<file path="config.mk">
export PLATFORM = sky130hd
export DESIGN_NAME = ascon_op_ctrl
export DESIGN_NICKNAME = d
export VERILOG_FILES = /design/src/rtl/ascon_op_ctrl.sv
export SDC_FILE = /design/constraint.sdc
export NUM_CORES = 1
export LEC_CHECK = 0
export BUFFER_PORTS_ARGS = -buffer_cell sky130_fd_sc_hd__buf_2
export CORE_ASPECT_RATIO = 0.9
export CORE_MARGIN = 5
export CORE_UTILIZATION = 45
export DETAILED_ROUTE_END_ITERATION = 8
export PLACE_DENSITY = 0.78
export SLEW_MARGIN = 30
export SYNTH_ARGS = -nofsm -noshare
export SYNTH_HDL_FRONTEND = slang
export SYNTH_SLANG_ARGS = --single-unit
export TNS_END_PERCENT = 1
</file>
<file path="constraint.sdc">
create_clock -name clk -period 2.4 [get_ports clk]
set_clock_uncertainty 0.1 [all_clocks]
set_input_delay 0.48 -clock clk [delete_from_list [all_inputs] [get_ports clk]]
set_output_delay 0.48 -clock clk [all_outputs]
set_load 0.005 [all_outputs]
</file>
<file path="src/rtl/ascon_op_ctrl.sv">
// Host command sequencer for the ascon core: serially loads 64-bit state words
// through the core shift port, or launches an operation and waits for completion.
module ascon_op_ctrl #(
    parameter int unsigned TIMEOUT_CYCLES = 255,
    parameter int unsigned SHIFT_LEN      = 64
) (
    input  logic        clk,
    input  logic        rst_n,
    input  logic        cmd_valid,
    output logic        cmd_ready,
    input  logic        cmd_type,
    input  logic [2:0]  cmd_op,
    input  logic [2:0]  cmd_sel,
    input  logic [63:0] cmd_data,
    input  logic        abort,
    input  logic        core_idle,
    output logic [2:0]  operation_mode,
    output logic        operation_ready,
    output logic        state_shift_en,
    output logic [2:0]  state_shift_sel,
    output logic        state_shift_lsb,
    output logic        busy,
    output logic        done,
    output logic        err
);

    localparam int unsigned CW   = (SHIFT_LEN > 1) ? $clog2(SHIFT_LEN) : 1;
    localparam logic [7:0]  TMAX = 8'(TIMEOUT_CYCLES - 1);

    typedef enum logic [2:0] {
        IDLE, SHIFT, START, WAIT_BUSY, WAIT_IDLE, DONE
    } state_t;

    state_t         state, state_d;
    logic [63:0]    shreg, shreg_d;
    logic [CW-1:0]  bitcnt, bitcnt_d;
    logic [7:0]     timer, timer_d;
    logic [2:0]     sel, sel_d;
    logic [2:0]     mode, mode_d;
    logic           err_q, err_d;
    logic           accept;

    assign accept = cmd_valid && (state == IDLE);

    always_ff @(posedge clk or negedge rst_n) begin
        if (!rst_n) begin
            state  <= IDLE;
            shreg  <= '0;
            bitcnt <= '0;
            timer  <= '0;
            sel    <= '0;
            mode   <= '0;
            err_q  <= 1'b0;
        end else begin
            state  <= state_d;
            shreg  <= shreg_d;
            bitcnt <= bitcnt_d;
            timer  <= timer_d;
            sel    <= sel_d;
            mode   <= mode_d;
            err_q  <= err_d;
        end
    end

    always_comb begin
        state_d  = state;
        shreg_d  = shreg;
        bitcnt_d = bitcnt;
        timer_d  = timer;
        sel_d    = sel;
        mode_d   = mode;
        err_d    = err_q;
        case (state)
            IDLE: begin
                if (accept) begin
                    err_d = 1'b0;
                    if (!cmd_type) begin
                        if (cmd_sel > 3'd4) begin
                            err_d   = 1'b1;
                            state_d = DONE;
                        end else begin
                            sel_d    = cmd_sel;
                            shreg_d  = cmd_data;
                            bitcnt_d = CW'(SHIFT_LEN - 1);
                            state_d  = SHIFT;
                        end
                    end else if (cmd_op == 3'd0 || cmd_op > 3'd5 || !core_idle) begin
                        err_d   = 1'b1;
                        state_d = DONE;
                    end else begin
                        mode_d  = cmd_op;
                        state_d = START;
                    end
                end
            end
            SHIFT: begin
                shreg_d = shreg << 1;
                if (bitcnt == '0) begin
                    state_d = DONE;
                end else begin
                    bitcnt_d = bitcnt - 1'b1;
                end
            end
            START: begin
                timer_d = '0;
                state_d = WAIT_BUSY;
            end
            WAIT_BUSY: begin
                if (!core_idle) begin
                    timer_d = '0;
                    state_d = WAIT_IDLE;
                end else if (timer >= TMAX) begin
                    err_d   = 1'b1;
                    state_d = DONE;
                end else begin
                    timer_d = timer + 8'd1;
                end
            end
            WAIT_IDLE: begin
                // core returning idle wins over a simultaneous timer expiry
                if (core_idle) begin
                    state_d = DONE;
                end else if (timer >= TMAX) begin
                    err_d   = 1'b1;
                    state_d = DONE;
                end else begin
                    timer_d = timer + 8'd1;
                end
            end
            DONE:    state_d = IDLE;
            default: state_d = IDLE;
        endcase
        // abort overrides every other transition, including timeouts
        if (abort && state != IDLE) begin
            state_d = IDLE;
            err_d   = 1'b1;
            mode_d  = '0;
        end
    end

    assign cmd_ready       = (state == IDLE);
    assign busy            = (state != IDLE);
    assign done            = (state == DONE);
    assign err             = err_q;
    assign operation_mode  = mode;
    assign operation_ready = (state == START);
    assign state_shift_en  = (state == SHIFT);
    assign state_shift_sel = (state == SHIFT) ? sel : 3'd0;
    assign state_shift_lsb = (state == SHIFT) ? shreg[63] : 1'b0;

endmodule
</file>
==> impl_metrics.tcl <==
set metrics [dict create \
    utilization 0.534 \
    peakVddDrop_mv 0.435 \
    final_max_slew_viol_count 0 \
    grt_use_total 0.158 \
    cts_post_setup_buffers_inserted 0 \
    finalCritPeriodShare 0.941 \
    cts_tree "yes" \
    cp_max_fo 15 \
    drt_first_pass_iters 4 \
    hpwlAfterDp_mm 6.60 \
    fp.dieW_um 114 \
    p_leak_nw 2.21 \
    setup_viol 0 \
    crit_arrival_ns 1.68 \
    grt_pass1_vias 3333 \
    synth_top_cells_by_area "dfrtp_1, mux2i_1, o21ai_0" \
    drive_gt1_frac 0.239 \
    grt_pass1_wl_mm 15.4 \
    r2r_start "state[1]" \
    instances_no_fill 650 \
    syn_inst 438 \
    h-tree-depth 3 \
    overflow 0 \
    core-area_mm2 0.00961 \
    cap_violations 0 \
    fin_crit_ns 2.26 \
    grt_max_degree 89 \
    async_reset_ff_frac 1.00 \
    synth.most_common_cell "dfrtp_1" \
    cts-resized-gates 0 \
    io_buffers 88 \
    vias 3367 \
    hold_buffers 0 \
    power.density_mw_per_mm2 1050 \
    drc_errors 0 \
    clkSinkCount 88 \
    netlist_top_cells_count "dfrtp_1, nand2_1, mux2i_1" \
    syn_area_mm2 0.00442 \
    dp.cells 634 \
    timing.rr.end "shreg[44]" \
    yosys.cell_types.count 50 \
    synth-seq-cells 88 \
    rsz0062_at_grt "no" \
    worst_pin_slew_ns 0.653 \
    syn_to_final_growth_pct 16.3 \
    syn_area_per_cell_um2 10.1 \
    r2r_cells 4 \
    dieArea_mm2 0.0119 \
    antenna_found_initial 0 \
    critical_path_class "reg2out" \
    yosysTopAreaCell "dfrtp_1" \
    cts_buffers 9 \
    nNetsFinal 599 \
    start_util 0.459 \
    run_status "complete, no violations" \
    clock.fmax_ghz 0.443 \
    vias_per_cell 5.18 \
    ys.flop_type "dfrtp_1" \
    clock-root-buffer "clkbuf_8" \
    clkSlewWorstSetupHoldPaths_ns 0.09 \
    synth_edf_count 0 \
    finalHoldViolCount 0 \
    totalWireLength_mm 9.24 \
    antenna_cells 0 \
    startpoint_type "flop" \
    clock_latency_ns 0.36 \
    wl_per_cell_um 14.2 \
    slew-limit-headroom 0.565 \
    clk_path_buf_depth 2 \
    reg2reg_slack_ns 0.30 \
    tns_ns 0 \
    place_congestion 0.795 \
    ys.warnings.count 0 \
    antenna_left 0 \
    die_h_um 104 \
    synth_seq_area_share 0.499 \
    io_pins 89 \
    worst_hold_path_type "in2async" \
    place_ws_ns 0.213 \
    critPathRequiredTime_ns 1.82 \
    synth_nets 518 \
    synth_top_area_share 0.499 \
    fp-row-count 34 \
    setup_slack_ns 0.141 \
    end_kind "primary output" \
    drt_iter0_markers 241 \
]
==> where the power goes <==
| part | switching [W] | total [W] | internal, W |
|---|---|---|---|
| Clock | 0.000544 | 0.00104 | 0.000495 |
| Sequential | 0.000361 | 0.00246 | 0.00210 |
| Combinational | 0.00106 | 0.00189 | 0.000830 |
| Total | 0.00197 | 0.00539 | 0.00342 |
==> layout by cell type (no fill, tap or decap), types with 3 or more instances in the layout <==
cell type,instances
buf_4,6
dfrtp_1,87
buf_2,87
a21oi_1,14
and2_1,6
o21ai_0,62
nor3_1,4
inv_1,12
a22o_1,3
mux2_2,3
o21ai_1,12
a22oi_1,3
inv_6,3
nand3_1,4
ha_1,4
buf_12,3
mux2i_1,65
clkbuf_8,9
nor2b_1,5
nand2_1,73
xor2_1,3
nor2_1,11
nand4_1,5
==> kinds of logic (layout without fill, tap and decap cells) <==
group	after synthesis	in the layout	synth area share
buffers and inverters	40	126	0.0533
adder cells (fa/ha/maj)	4	4	0.0113
AO/OA/AOI/OAI	111	111	0.141
AND/OR/NAND/NOR	124	124	0.135
flip-flops	88	88	0.499
XOR/XNOR	3	3	0.00595
multiplexers	68	68	0.155
==> cell type report <==
cell class / instances / area (um2)
Clock buffer: 10 / 128
Sequential cell: 88 / 2200
Inverter: 14 / 53.8
Tap cell: 126 / 158
Clock inverter: 6 / 72.6
Fill cell: 899 / 4480
Multi-Input combinational cell: 310 / 1980
Timing Repair Buffer: 96 / 541
==> per-layer routing <==
layer | global-route usage | routed length (um) | vias up
met5 | 0 | 0 | -
met4 | 0.0399 | 97 | 0
met3 | 0.0401 | 496 | 8
met2 | 0.249 | 4420 | 72
met1 | 0.216 | 4230 | 1590
li1 | - | - | 1697
==> state kept, by name, indices dropped and copies added (netlist names) <==
register and cells:
bitcnt 6, shreg 64, operation_mode 3, state 3, sel 3, timer 8, err 1
==> per-stage QoR <==
step	power [W]	hold slack, ns	area (um2)
after global routing	0.00588	0.0700	5140
after floorplan	0.00393	0.0844	4420
after CTS	0.00547	0.0653	5140
final	0.00539	0.0425	5140
after detailed placement	0.00441	0.369	4940
after global placement	0.00429	0.353	4940
==> worst max-delay path, stage by stage (launching register included) <==
cell	delay [ns]
dfrtp_1	0.53
or3_4	0.41
clkinv_2	0.12
and2_1	0.15
buf_2	0.11
==> worst max path at each step <==
stage / startpoint / endpoint / slack, ns
6_report: state[1] / state_shift_lsb / 0.14
5_1_grt: state[1] / state_shift_sel[2] / 0.03
4_1_cts: state[0] / state_shift_lsb / 0.05
3_5_place_dp: state[0] / shreg[11] / 0.21
3_3_place_gp: state[0] / shreg[29] / 0.33
2_1_floorplan: state[0] / state_shift_sel[0] / 0.47
Power figures use the tool's default switching activity.
